**src/rtl/alu_issue.sv**
```systemverilog
// Decode/issue stage for the RV32I integer ALU: turns OP/OP-IMM into an ALU operand bundle held in one valid/ready slot.
// Optional macro ALU_ISSUE_UTYPE_EN adds LUI/AUIPC decode; without it those opcodes are treated as illegal.
module alu_issue #(
   parameter int COUNT_W = 16
) (
   input  logic               clk,
   input  logic               rst,
   input  logic               in_valid,
   output logic               in_ready,
   input  logic [31:0]        in_instr,
   input  logic [31:0]        in_pc,
   output logic [4:0]         rs1_addr,
   output logic [4:0]         rs2_addr,
   input  logic [31:0]        rs1_data,
   input  logic [31:0]        rs2_data,
   output logic               out_valid,
   input  logic               out_ready,
   output logic [31:0]        out_a,
   output logic [31:0]        out_b,
   output logic [2:0]         out_op,
   output logic               out_mod,
   output logic [4:0]         out_rd,
   output logic               out_we,
   output logic [31:0]        out_pc,
   output logic               out_illegal,
   output logic [COUNT_W-1:0] illegal_count
);

   localparam logic [6:0] OPC_OP    = 7'b0110011;
   localparam logic [6:0] OPC_OPIMM = 7'b0010011;
   localparam logic [6:0] OPC_LUI   = 7'b0110111;
   localparam logic [6:0] OPC_AUIPC = 7'b0010111;

   localparam logic [2:0] OP_ADD = 3'd0;
   localparam logic [2:0] OP_SLL = 3'd1;
   localparam logic [2:0] OP_SR  = 3'd5;

   localparam logic [6:0] F7_BASE = 7'b0000000;
   localparam logic [6:0] F7_ALT  = 7'b0100000;

   localparam logic [COUNT_W-1:0] COUNT_MAX = '1;

   logic [6:0]  opcode;
   logic [2:0]  funct3;
   logic [6:0]  funct7;
   logic [4:0]  rd;
   logic [31:0] imm_i;
   logic [31:0] shamt_reg;
   logic [31:0] shamt_imm;

   logic [31:0] dec_a;
   logic [31:0] dec_b;
   logic [2:0]  dec_op;
   logic        dec_mod;
   logic        dec_illegal;
   logic        dec_we;
   logic        accept;

   assign opcode    = in_instr[6:0];
   assign rd        = in_instr[11:7];
   assign funct3    = in_instr[14:12];
   assign funct7    = in_instr[31:25];
   assign imm_i     = {{20{in_instr[31]}}, in_instr[31:20]};
   assign shamt_reg = {27'b0, rs2_data[4:0]};
   assign shamt_imm = {27'b0, in_instr[24:20]};

   assign rs1_addr = in_instr[19:15];
   assign rs2_addr = in_instr[24:20];

   assign in_ready = !rst && (!out_valid || out_ready);
   assign accept   = in_valid && in_ready;

   // Decode into the operand bundle; anything not explicitly recognised stays illegal with zeroed operands.
   always_comb begin
      dec_a       = '0;
      dec_b       = '0;
      dec_op      = OP_ADD;
      dec_mod     = 1'b0;
      dec_illegal = 1'b1;
      case (opcode)
         OPC_OP: begin
            if (funct7 == F7_BASE) begin
               dec_illegal = 1'b0;
               dec_a       = rs1_data;
               dec_op      = funct3;
               dec_b       = (funct3 == OP_SLL || funct3 == OP_SR) ? shamt_reg : rs2_data;
            end else if (funct7 == F7_ALT && funct3 == OP_ADD) begin
               dec_illegal = 1'b0;
               dec_a       = rs1_data;
               dec_op      = OP_ADD;
               dec_b       = 32'd0 - rs2_data;
            end else if (funct7 == F7_ALT && funct3 == OP_SR) begin
               dec_illegal = 1'b0;
               dec_a       = rs1_data;
               dec_op      = OP_SR;
               dec_mod     = 1'b1;
               dec_b       = shamt_reg;
            end
         end
         OPC_OPIMM: begin
            case (funct3)
               OP_SLL: begin
                  if (funct7 == F7_BASE) begin
                     dec_illegal = 1'b0;
                     dec_b       = shamt_imm;
                  end
               end
               OP_SR: begin
                  if (funct7 == F7_BASE || funct7 == F7_ALT) begin
                     dec_illegal = 1'b0;
                     dec_mod     = (funct7 == F7_ALT);
                     dec_b       = shamt_imm;
                  end
               end
               default: begin
                  dec_illegal = 1'b0;
                  dec_b       = imm_i;
               end
            endcase
            if (!dec_illegal) begin
               dec_a  = rs1_data;
               dec_op = funct3;
            end
         end
`ifdef ALU_ISSUE_UTYPE_EN
         OPC_LUI: begin
            dec_illegal = 1'b0;
            dec_b       = {in_instr[31:12], 12'b0};
         end
         OPC_AUIPC: begin
            dec_illegal = 1'b0;
            dec_a       = in_pc;
            dec_b       = {in_instr[31:12], 12'b0};
         end
`endif
         default: ;
      endcase
   end

   assign dec_we = !dec_illegal && (rd != 5'd0);

   // Single output slot: reload on accept (covers consume+accept in the same cycle), otherwise empty on consume.
   always_ff @(posedge clk) begin
      if (rst) begin
         out_valid     <= 1'b0;
         out_a         <= '0;
         out_b         <= '0;
         out_op        <= OP_ADD;
         out_mod       <= 1'b0;
         out_rd        <= '0;
         out_we        <= 1'b0;
         out_pc        <= '0;
         out_illegal   <= 1'b0;
         illegal_count <= '0;
      end else begin
         if (accept) begin
            out_valid   <= 1'b1;
            out_a       <= dec_a;
            out_b       <= dec_b;
            out_op      <= dec_op;
            out_mod     <= dec_mod;
            out_rd      <= rd;
            out_we      <= dec_we;
            out_pc      <= in_pc;
            out_illegal <= dec_illegal;
            if (dec_illegal && illegal_count != COUNT_MAX) begin
               illegal_count <= illegal_count + COUNT_W'(1);
            end
         end else if (out_ready) begin
            out_valid <= 1'b0;
         end
      end
   end

endmodule

```
**config.mk**
```make
export PLATFORM = sky130hd
export DESIGN_NAME = alu_issue
export DESIGN_NICKNAME = d
export VERILOG_FILES = /design/src/rtl/alu_issue.sv
export SDC_FILE = /design/constraint.sdc
export NUM_CORES = 1
export LEC_CHECK = 0
export ABC_AREA = 1
export CAP_MARGIN = 25
export CORE_MARGIN = 1.5
export CORE_UTILIZATION = 44
export DETAILED_ROUTE_END_ITERATION = 10
export PLACE_DENSITY = 0.87
export SLEW_MARGIN = 10
export SYNTH_ARGS = -nofsm -noshare
export SYNTH_HDL_FRONTEND = slang
export SYNTH_SLANG_ARGS = --single-unit
```
**constraint.sdc**
```tcl
create_clock -name clk -period 2 [get_ports clk]
set_input_delay 0.3 -clock clk [delete_from_list [all_inputs] [get_ports clk]]
set_output_delay 0.3 -clock clk [all_outputs]
set_load 0.005 [all_outputs]
```
==> results.py, run 1 <==
metrics = {
    "timing": {
        "hold_viol": 0,
        "fin_crit_sh_pct": 94.43,
        "finalWorstSetupSlack_ns": 0.1115,
        "finalClockSkew_ns": 0.005936,
        "worst_pin_slew_ns": 0.5660,
        "timing.fmax_mhz": 529.5,
        "period_needed_ns": 1.889,
        "finalSetupViolations": 0,
        "slew_violations": 0,
        "maxSlewHeadroom_pct": 62.26,
        "rsz0062_at_grt": "false",
    },
    "place": {
        "dp_slack_ns": -0.1522,
        "dp_hpwl_microns": 17080,
        "portBuffers": 256,
        "gp_congestion": 1.037,
        "place_inst": 1413,
    },
    "synth": {
        "synth_top_family_by_area": "simple AND/OR/NAND/NOR gates",
        "synth_edf_count": 0,
        "synth_xor_area_share_pct": 1.487,
        "synth-simple-area-share_pct": 37.35,
        "synth.area.mux_share_pct": 0,
        "synth-async-reset-ratio_pct": 0,
        "seq_area_frac_synth_pct": 38.32,
        "syn_area_sq_um": 6479,
        "synth_ff_type": "dfxtp_1",
        "synth_fp_nets": 1083,
        "synthAdderAreaFrac_pct": 0.3862,
        "synth_top_cell_by_area": "dfxtp_1",
        "ys_ff_latch": 124,
        "synth_cell_types": 43,
        "synth_top_area_share_pct": 38.32,
        "yosys-top-cells-area": "dfxtp_1 (38%), nand2_1 (15%), nand3_1 (10%)",
        "synth_compound_area_share_pct": 13.21,
        "syn_inst": 949,
        "avgSynthCellArea_sq_um": 6.827,
        "synth_warnings": 0,
    },
    "outcome": {
        "status": "finished, final reports clean",
    },
    "grt": {
        "first_global_vias": 7449,
        "grt_start_max_net_pins": 82,
        "grt_usage_pct": 29.90,
        "grt_first_pass_wirelength_microns": 37560,
        "antenna_found_initial": 0,
        "overflow": 0,
    },
    "final_layout": {
        "nets": 1382,
        "final_cell_mix": "nand2_1 (261), clkdlybuf4s50_1 (256), nand3_1 (131), dfxtp_1 (124), buf_4 (71)",
        "antennaDiodeCount": 0,
        "layout_commonest_cell": "nand2_1",
        "layout-drive-gt1-share_pct": 12.29,
        "instances_no_fill": 1445,
        "nFillCells": 1112,
        "syn2layout_area_growth_pct": 59.19,
    },
    "critical_path": {
        "crit_arrival_ns": 1.59,
        "crit_path_end_kind": "primary output",
        "critPathRequiredTime_ns": 1.70,
        "cp-start-kind": "primary input",
        "crit_type": "in2out",
        "path_max_fanout": 2,
    },
    "clock_network": {
        "root_buffer": "clkbuf_16",
        "insertion_delay_ns": 0.42,
        "cts_setup_buffers": 0,
        "h-tree-depth": 4,
        "cts_num_sinks": 124,
        "numCtsBuffers": 17,
        "path_clk_slew_ns": 0.06,
        "cts_hold_buffers": 0,
        "cts_resized": 0,
        "cts_buffer_depth": 2,
        "cts_tree": "done",
    },
    "power": {
        "pwr-share-seq_pct": 38.6,
        "p_int_mw": 5.163,
        "vdd_drop_max_mv": 0.5827,
        "p_clk_share_pct": 45.8,
        "p_sw_share_pct": 24.96,
        "power_density_nw_per_um2": 667.1,
        "power_leakage_nw": 4.234,
        "switching_power_mw": 1.717,
        "combPwrFrac_pct": 15.6,
    },
    "detailed_routing": {
        "drt_iter0_markers": 642,
        "routed_wl_microns": 23570,
        "drt_pass1_iterations": 5,
        "route.vias.total": 7870,
        "drc": 0,
        "post_drt_wl_per_cell_microns": 16.31,
        "ant_nets": 0,
        "vias_per_cell": 5.446,
    },
    "job": {
        "max-cap-violations": 0,
    },
    "floorplanning": {
        "die_h_microns": 124.3,
        "ios": 267,
        "rows": 44,
        "initial_core_util_pct": 44.75,
        "die_x_microns": 124.3,
        "fp.coreArea_sq_um": 14480,
        "die_area_sq_um": 15460,
    },
    "min_path": {
        "worst_hold_path_type": "in2reg",
    },
}
-- per-layer routing --
metal | vias up | global-route usage, % | wire length (microns)
met1 | 3616 | 37.66 | 9778
met3 | 55 | 7.646 | 2026
met4 | 0 | 11.63 | 703
met5 | - | 0 | 0
met2 | 441 | 49.00 | 11060
li1 | 3758 | - | -
-- power groups by stage --
stage               Combinational [mW]  Clock [mW]  Sequential (mW)
CTS                               1.07        3.20             2.65
global route                      1.15        3.30             2.66
finish                            1.07        3.15             2.65
detailed placement                1.06           0             2.70
floorplan                        0.356           0             2.71
global placement                  1.04           0             2.70
-- critical path: stages --
cell	delay (ns)
clkdlybuf4s50_1	0.46
inv_1	0.04
nand2_1	0.07
inv_1	0.05
nor2_2	0.14
clkdlybuf4s50_1	0.54
-- synth_stat cells, types with 9 or more instances --
master      n
nand2_1   262
nand3_1   131
dfxtp_1   124
inv_1      66
nor2_1     57
a21oi_1    52
o21ai_0    50
nand4_1    32
clkbuf_1   21
buf_2      14
buf_4      13
a22oi_1    12
o21ai_1    12
a21boi_1   10
nor3_1      9
-- path summary, 6_finish.rpt --
kind | start | to | slack (ns) | cells past startpoint
worst max-delay path | out_ready | in_ready | 0.11 | 6
worst min-delay path | in_pc[30] | out_pc[30] | 0.42 | 3
worst max register to register | illegal_count[1] | illegal_count[6] | 0.14 | 6
worst min register to register | out_pc[17] | out_pc[17] | 0.46 | 2
-- logic make-up (layout without fill, tap and decap cells) --
group,Yosys count,in the layout
fa+ha+maj,2,2
buf+inv,132,444
simple gates,528,528
flops,124,124
compound gates,152,152
xor+xnor,11,11
-- metrics by stage --
stage	utilization [%]	TNS, ns	hold WS (ns)	power, mW	area [sq um]
3_3_place_gp	67.08	-3.400	0.4513	3.742	9712
6_report	71.23	0	0.4229	6.880	10310
5_1_grt	71.23	0	0.4148	7.123	10310
2_1_floorplan	-	0	0.4105	3.064	6479
4_1_cts	71.21	0	0.4089	6.916	10310
3_5_place_dp	67.08	-6.644	0.4559	3.762	9712
-- sequential cells by signal, indices dropped and copies added (netlist names) --
register       flops
out_valid          1
out_we             1
out_pc            32
out_b             32
out_a             32
out_mod            1
out_illegal        1
out_op             3
illegal_count     16
out_rd             5
-- area by class of cell --
cell class                 instances  area, sq um  share of cell area, %
multi-input combinational        693         3407                  33.03
timing repair buffer             338         3316                  32.15
sequential                       124         2482                  24.07
clock buffer                      19        432.9                  4.198
inverter                          74        279.0                  2.705
tap                              184        230.2                  2.232
clock inverter                    13        166.4                  1.614
Power figures use the tool's default switching activity.
==> run 2: changes to the inputs <==
--- a/config.mk
+++ b/config.mk
@@ -15,3 +15,4 @@
 export SYNTH_ARGS = -nofsm -noshare
 export SYNTH_HDL_FRONTEND = slang
 export SYNTH_SLANG_ARGS = --single-unit
+export TNS_END_PERCENT = 5
==> constraint.sdc (replaced) <==
create_clock -name clk -period 1.8 [get_ports clk]
set_input_delay 0.27 -clock clk [delete_from_list [all_inputs] [get_ports clk]]
set_output_delay 0.27 -clock clk [all_outputs]
set_load 0.005 [all_outputs]
==> run 2 against run 1 <==
Register-to-register slack got worse by 0.06 ns. Utilization rose by 2.8 points. Via count rose by 4.6%. Design area rose by 4.0%. Clock skew rose by 0.0032 ns.
==> results.py, run 2 (synthesis gave the netlist of run 1 again) <==
metrics = {
    "outcome": {
        "status": "finished, final reports clean",
    },
    "clock_network": {
        "h-tree-depth": 4,
        "path_clk_slew_ns": 0.06,
        "cts_buffer_depth": 2,
        "insertion_delay_ns": 0.42,
        "numCtsBuffers": 17,
        "cts_tree": "done",
        "cts_num_sinks": 124,
        "root_buffer": "clkbuf_16",
        "cts_hold_buffers": 0,
    },
    "timing": {
        "finalWorstSetupSlack_ns": 0.02383,
        "worst_pin_slew_ns": 0.4033,
        "slew_violations": 0,
        "hold_viol": 0,
        "setup_tns_ns": 0,
        "rsz0062_at_grt": "true",
        "maxSlewHeadroom_pct": 72.91,
        "period_needed_ns": 1.776,
        "finalSetupViolations": 0,
        "timing.fmax_mhz": 563.0,
        "finalClockSkew_ns": 0.009139,
        "fin_crit_sh_pct": 98.68,
    },
    "final_layout": {
        "largestRegisters": "out_a x32, out_b x32, out_pc x32",
        "final_cell_mix": "nand2_1 (260), clkdlybuf4s50_1 (255), nand3_1 (131), dfxtp_1 (124), buf_4 (109)",
        "nFillCells": 1014,
        "layout_commonest_cell": "nand2_1",
        "syn2layout_area_growth_pct": 65.53,
        "final_area_sq_um": 10720,
        "instances_no_fill": 1490,
        "seq_area_sq_um": 2482,
        "nets": 1426,
        "multi_input_area_sq_um": 3455,
        "layout-drive-gt1-share_pct": 15.86,
    },
    "min_path": {
        "worst_hold_path_type": "in2reg",
        "min_to": "out_pc[30]",
        "hp-start": "in_pc[30]",
        "min_delay_path_depth": 3,
    },
    "power": {
        "power_density_nw_per_um2": 719.8,
        "vdd_drop_max_mv": 0.5969,
        "combPwrFrac_pct": 16.4,
        "switching_power_mw": 2.014,
        "pwr-share-seq_pct": 38.2,
        "power_leakage_nw": 4.479,
        "p_int_mw": 5.705,
        "p_clk_share_pct": 45.4,
        "power_mw": 7.719,
        "p_sw_share_pct": 26.09,
    },
    "place": {
        "place_inst": 1453,
        "dp_slack_ns": -0.3442,
        "portBuffers": 256,
        "gp_congestion": 1.070,
        "dp_hpwl_microns": 17680,
        "placed_cell_area_sq_um": 10040,
    },
    "detailed_routing": {
        "vias_per_cell": 5.524,
        "post_drt_wl_per_cell_microns": 16.68,
        "ant_nets": 0,
        "drt_iter0_markers": 753,
        "route.vias.total": 8231,
        "drt_pass1_iterations": 5,
        "drc": 0,
        "routed_wl_microns": 24850,
    },
    "grt": {
        "first_global_vias": 7688,
        "overflow": 0,
        "grt_start_max_net_pins": 55,
        "grt_usage_pct": 31.02,
        "antenna_found_initial": 1,
        "grt_first_pass_wirelength_microns": 39020,
    },
    "critical_path": {
        "reg2reg_from": "illegal_count[3]",
        "critPathRequiredTime_ns": 2.15,
        "crit_path_end_kind": "register",
        "cp-start-kind": "primary input",
        "path_max_fanout": 8,
        "timing.rr.end": "illegal_count[1]",
        "crit_arrival_ns": 2.12,
        "reg2reg_setup_slack_ns": 0.08,
        "reg2reg_depth": 8,
        "crit_type": "in2reg",
    },
    "floorplanning": {
        "fp.coreArea_sq_um": 14480,
        "initial_core_util_pct": 44.75,
        "die_area_sq_um": 15460,
        "rows": 44,
        "die_h_microns": 124.3,
        "die_x_microns": 124.3,
        "ios": 267,
    },
    "job": {
        "max-cap-violations": 0,
    },
}
-- run 2: layout make-up --
class,instances,share of cell area (%)
Inverter,74,2.602
Clock buffer,18,4.095
Tap cell,184,2.147
Antenna cell,1,0.02333
Clock inverter,14,1.517
Sequential cell,124,23.15
Multi-Input combinational cell,694,32.21
Timing Repair Buffer,381,34.26
-- run 2: routing by layer --
layer	global-route usage, %	up-vias	wire length (microns)
li1	-	3851	-
met1	38.13	3761	9715
met2	51.36	520	11720
met3	7.259	99	2333
met4	14.47	0	1086
met5	0	-	0
-- run 2: metrics by stage --
| stage | util, % | hold WS, ns |
|---|---|---|
| 2_1_floorplan | - | 0.3805 |
| 5_1_grt | 74.07 | 0.3998 |
| 3_5_place_dp | 69.32 | 0.4536 |
| 6_report | 74.07 | 0.3906 |
| 3_3_place_gp | 69.32 | 0.4496 |
| 4_1_cts | 73.49 | 0.3790 |
-- run 2: how the worst max path moves through the flow --
stage,from,end,slack [ns],cells past startpoint
finish,in_instr[26],out_a[28],0.02,10
global route,in_instr[26],out_a[24],-0.03,10
CTS,in_instr[27],illegal_count[0],0.03,11
detailed placement,in_instr[27],illegal_count[0],-0.34,11
global placement,in_instr[27],illegal_count[0],-0.27,11
floorplan,illegal_count[0],illegal_count[5],0.28,7
-- run 2: critical path: stages --
cell and delay, ns:
clkdlybuf4s50_1 0.50, nor2_2 0.24, nand2_4 0.10, nor2_4 0.20
nor2_2 0.09, nand2_2 0.11, nand3_4 0.16, buf_6 0.16
buf_4 0.17, o21ai_1 0.12
-- run 2: what timing repair did --
item	in CTS	in global routing
pin swaps	0	4
endpoints found under the setup margin	1	35
resized for setup	2	13
gates cloned	0	1
setup buffers	0	3
-- run 2: power by group through the flow --
stage	logic (mW)	clock network (mW)	registers, mW
2_1_floorplan	0.396	0	3.01
3_3_place_gp	1.21	0	3.00
3_5_place_dp	1.23	0	3.00
4_1_cts	1.25	3.53	2.95
5_1_grt	1.35	3.63	2.96
6_report	1.27	3.50	2.95
==> edit 1, RTL diff (flow settings as in run 1) <==
Add a define of `ALU_ISSUE_UTYPE_EN`.
--- a/src/rtl/alu_issue.sv
+++ b/src/rtl/alu_issue.sv
@@ -2,2 +2,4 @@
 // Optional macro ALU_ISSUE_UTYPE_EN adds LUI/AUIPC decode; without it those opcodes are treated as illegal.
+`define ALU_ISSUE_UTYPE_EN
+
 module alu_issue #(
Function: changed (Yosys sat finds a counterexample within 4 cycles, from zero or initial values and one cycle with rst high).
==> edit 1 against run 1 <==
  * Global-route usage is 1.3 points higher
  * Sequential cell count unchanged
  * Total power down 3.5%
  * Routed wire length increased by 17%
  * Maximum frequency is 2.0% higher
  * Design area up 12%
  * Area after synthesis is 14% higher
  * Clock skew rose by 0.0087 ns
  * Sequential share of layout area decreased by 2.5 points
  * Via count rose by 16%
  * Worst setup slack improved by 0.036 ns
==> edit 1: results (changes against run 1) <==
[logic_synthesis]
synth-compound-area-share=0.08244  ; -0.04965
synth_xor_area_frac=0.01306  ; -0.001809
synth_warnings=0  ; unchanged
synth.area.mux_share=0  ; unchanged
ys_seq_area_frac=0.3366  ; -0.04660
netlist_top_cells_count=nand2_1 (506), nor2_1 (125), dfxtp_1 (124)
syn_nets=1337  ; +23%
ys_top_cells_by_area=dfxtp_1 (34%), nand2_1 (26%), nand3_1 (7.5%)
yosysUniqueCellTypes=38  ; -12%
async_reset_ff_frac=0  ; unchanged
synth_fa_ha_area_frac=0.003393  ; -0.0004698
ys.flop_type=dfxtp_1

[clock_network]
numCtsBuffers=17  ; unchanged
cts_setup_buffers=0  ; unchanged
cts_buffer_depth=2  ; unchanged
htree_levels=4  ; unchanged
worstSkewPairLatency_ns=0.42  ; about the same
cts.clk_slew.worst_paths_ns=0.06  ; about the same
clockRootBuffer=clkbuf_16

[global_route]
grt_pass1_wl_um=43740  ; +16%
grt_usage=0.3121  ; +0.01314
first_global_vias=8601  ; +15%
antenna_found_initial=0  ; unchanged
grt_max_degree=58  ; -29%

[sta]
tightest_slew_ns=0.6886  ; +0.1225 ns
worst_slack_ns=0.1480  ; +0.03648 ns
finClkSkew_ns=0.01469  ; +0.008749 ns

[critical_path]
reg2reg_depth=9  ; +3
reg2reg_slack_ns=0.17  ; +0.03 ns
crit_end=out_b[30]$_SDFFE_PP0P_
cp_slowest_cell=clkdlybuf4s50_1
r2r-end=illegal_count[1]$_SDFFE_PP0P_
cp_slowest_stage_delay_ns=0.48  ; -0.06 ns
reg2reg_from=illegal_count[0]$_SDFFE_PP0P_
critPathTopFamily=buffers and inverters
worstPathArrival_ns=2.21  ; +0.62 ns
crit_fanout=3  ; +1
crit_path_start=rs2_data[1]

[routing]
via_per_inst=5.164  ; -5.2%
drt-pass1-iter-count=5  ; unchanged
wl_per_cell_um=15.56  ; -4.6%
drt_iter0_drc=740  ; +15%

[placed_design]
pre_cts_slack_ns=-0.2498  ; -0.09759 ns
placement.io_buffers=266  ; +3.9%
hpwl_um=20380  ; +19%
gp_congestion=0.9995  ; -3.7%

[power]
ir_drop_mv=0.5659  ; -2.9%
power_leakage_nw=4.969  ; +17%

[min_path]
hold_depth=3  ; unchanged
min_from=rst
min_to=illegal_count[14]$_SDFFE_PP0P_
min_path_type=primary input to flop

[cells_and_area]
nNetsFinal=1668  ; +21%
fillers=1422  ; +28%
reg_top3=out_a: 32 flops, out_b: 32 flops, out_pc: 32 flops
drive_gt1_frac=0.1357  ; +0.01283
diodes=0  ; unchanged

[status]
outcome=finished clean

## edit 1: cell count changes after synthesis, moves of 6 or more
cell and change:
a21boi_1 -10, a21oi_1 +24, a21oi_2 +8, a22oi_1 -12, nand2_1 +244, nand2_2 +12
nand3_1 -21, nand4_1 -6, nor2_1 +68, o21ai_0 -37, o21ai_1 -10
## edit 1: metrics by stage
stage,cell area (µm²),hold slack (ns),utilization,instances
2_1_floorplan,7376,0.4105,-,1203
3_3_place_gp,10920,0.4505,0.6631,1735
3_5_place_dp,10920,0.4549,0.6631,1735
4_1_cts,11500,0.3782,0.6986,1767
5_1_grt,11510,0.4058,0.6989,1767
6_report,11510,0.3895,0.6989,1767
## edit 1: worst reg2reg max path, delay by kind of cell (launching register included)
kind | cells | cell delay [ns]
adder cells (fa/ha/maj) | 1 | 0.27
flip-flops | 1 | 0.45
AO/OA/AOI/OAI | 1 | 0.08
AND/OR/NAND/NOR | 6 | 0.68
buffers and inverters | 1 | 0.22
## edit 1: area by class of cell
type                            instances  area share
Timing Repair Buffer                  378      0.3170
Tap cell                              220     0.02392
Inverter                               72     0.02370
Multi-Input combinational cell        941      0.3689
Sequential cell                       124      0.2157
Clock inverter                         14     0.01261
Clock buffer                           18     0.03816
## edit 1: metal layers
layer / wire [µm] / part of all wire / track usage
met5: 0 / 0 / 0
met4: 843 / 0.031 / 0.1294
met1: 11800 / 0.43 / 0.4116
met2: 12650 / 0.46 / 0.4933
met3: 2187 / 0.080 / 0.07126
## edit 1: what timing repair did
action / CTS / global route
setup endpoints to repair: 0 / 3
gates resized for setup: 0 / 1
hold buffers: 0 / 0
## edit 1: power breakdown
part | leakage (nW) | switching (W) | internal (W)
Sequential | 1.01 | 0.0000396 | 0.00254
Clock | 0.286 | 0.00129 | 0.00179
Combinational | 3.68 | 0.000462 | 0.000529
==> edit 2, RTL diff (flow settings as in run 1) <==
Without the edit above. Reset style: asynchronous (`rst`), changed in one clocked block.
--- a/src/rtl/alu_issue.sv
+++ b/src/rtl/alu_issue.sv
@@ -142,3 +142,3 @@
    // Single output slot: reload on accept (covers consume+accept in the same cycle), otherwise empty on consume.
-   always_ff @(posedge clk) begin
+   always_ff @(posedge clk or posedge rst) begin
       if (rst) begin
Function: differs if rst is asserted again (counterexample within 4 cycles, from zero or initial values and one cycle with rst high); with rst held inactive, the same outputs for 4 cycles.
==> edit 2 against run 1 <==
  * Routed wire length is 0.76% higher
  * Sequential share of layout area rose by 4.5 points
  * Area after synthesis up 7.2%
  * First-iteration DRC count is 24% lower
  * Sequential cell count unchanged
  * Global-route usage decreased by 0.12 points
  * Design area up 5.4%
  * Worst setup slack gained 0.030 ns
  * Total power is 12% higher
==> edit 2: results (changes against run 1) <==
[clock_network]
cts_resized=0  ; unchanged

[status]
outcome=finished clean

[cells_and_area]
drive_gt1_frac=0.1266  ; +0.003674
nNetsFinal=1378  ; -0.29%
fillers=1228  ; +10%

[logic_synthesis]
ys.flop_type=dfrtp_1
yosysUniqueCellTypes=41  ; -4.7%
async_reset_ff_frac=1.000  ; +1.000
ys_seq_area_frac=0.4468  ; +0.06369
ys_top_cells_by_area=dfrtp_1 (45%), nand2_1 (18%), nand3_1 (6.6%)
syn_nets=1068  ; -1.4%
synth_warnings=0  ; unchanged
netlist_top_cells_count=nand2_1 (342), dfrtp_1 (124), nand3_1 (92)

[critical_path]
worstPathArrival_ns=1.56  ; -0.03 ns
reg2reg_from=illegal_count[0]$_DFFE_PP0P_
crit_path_start=out_valid$_DFFE_PP0P_
cp_slowest_cell=clkdlybuf4s50_1
reg2reg_depth=7  ; +1
r2r-end=illegal_count[4]$_DFFE_PP0P_

[global_route]
grt_usage=0.2978  ; -0.001226
grt_max_degree=83  ; +1.2%
grt_pass1_wl_um=38160  ; +1.6%

[routing]
via_count=7593  ; -3.5%
drt_iter0_drc=486  ; -24%
wl_per_cell_um=16.19  ; -0.75%

[placed_design]
hpwl_um=18070  ; +5.8%
postPlaceCellArea_mm2=0.01028  ; +5.8%
gp_congestion=1.012  ; -2.5%
pre_cts_slack_ns=-0.09762  ; +0.05461 ns

[sta]
fin_crit_sh=0.9292  ; -0.01507
finClkSkew_ns=0.005937  ; +0.0000009400 ns
tightest_slew_ns=0.5801  ; +0.01404 ns

[power]
swShare=0.2644  ; +0.01485

[edit 2: changes by cell type after synthesis, sizes merged, moves of 13 or more]
cell    before  now
o21ai       62   17
or2          3   16
clkbuf      21    7
nand2      270  351
nand3      136   96
dfxtp      124    0
dfrtp        0  124
a21oi       54   36
nor2        69   98
[edit 2: worst min-delay path by stage]
stage / startpoint / to / slack [ns] / cells past startpoint
after floorplan: out_ready / out_valid$_DFFE_PP0P_ / 0.40 / 1
after global placement: out_a[31]$_DFFE_PP0P_ / out_a[31]$_DFFE_PP0P_ / 0.46 / 2
after detailed placement: out_a[19]$_DFFE_PP0P_ / out_a[19]$_DFFE_PP0P_ / 0.46 / 2
after CTS: in_pc[3] / out_pc[3]$_DFFE_PP0P_ / 0.40 / 3
after global routing: rst / out_pc[31]$_DFFE_PP0P_ / 0.42 / 3
final: rst / out_pc[31]$_DFFE_PP0P_ / 0.41 / 3
[edit 2: layout make-up]
cell class              count  area share
repair buffers            336      0.3071
multi-input cells         697      0.3047
flip-flops and latches    124      0.2855
clock buffers              19     0.04167
well taps                 211     0.02429
inverters                  68     0.02406
clock inverters            12     0.01266
[edit 2: metrics by stage]
step / utilization / power, W / cells / hold slack, ns
after global placement: 0.6712 / 0.004641 / 1436 / 0.4612
after global routing: 0.7097 / 0.008076 / 1467 / 0.4185
after CTS: 0.7097 / 0.007762 / 1467 / 0.4033
after detailed placement: 0.6712 / 0.004682 / 1436 / 0.4636
after floorplan: - / 0.003546 / 934 / 0.3964
final: 0.7097 / 0.007724 / 1467 / 0.4051
[edit 2: layer usage]
layer / GRT usage / up-vias / routed length [µm]
met3: 0.07900 / 71 / 1822
met4: 0.1282 / 0 / 890
li1: - / 3623 / -
met5: 0 / - / 0
met1: 0.3670 / 3584 / 9434
met2: 0.4956 / 315 / 11600
[edit 2: tightest hold or removal path, cell delays in order]
cell             delay [ns]
clkdlybuf4s50_1        0.47
clkinvlp_4             0.14
buf_12                 0.30
[edit 2: kinds of logic after synthesis]
family	Yosys count	synth area share
simple gates	602	0.3878
flops	124	0.4468
buf+inv	113	0.07657
compound gates	82	0.07135
xor+xnor	11	0.01387
fa+ha+maj	2	0.003603
[edit 2: power groups by stage]
stage               clock network (W)  logic (W)  registers, W
floorplan                           0   0.000554       0.00299
global placement                    0    0.00165       0.00299
detailed placement                  0    0.00169       0.00299
CTS                           0.00310    0.00170       0.00296
global route                  0.00324    0.00185       0.00299
finish                        0.00307    0.00170       0.00296
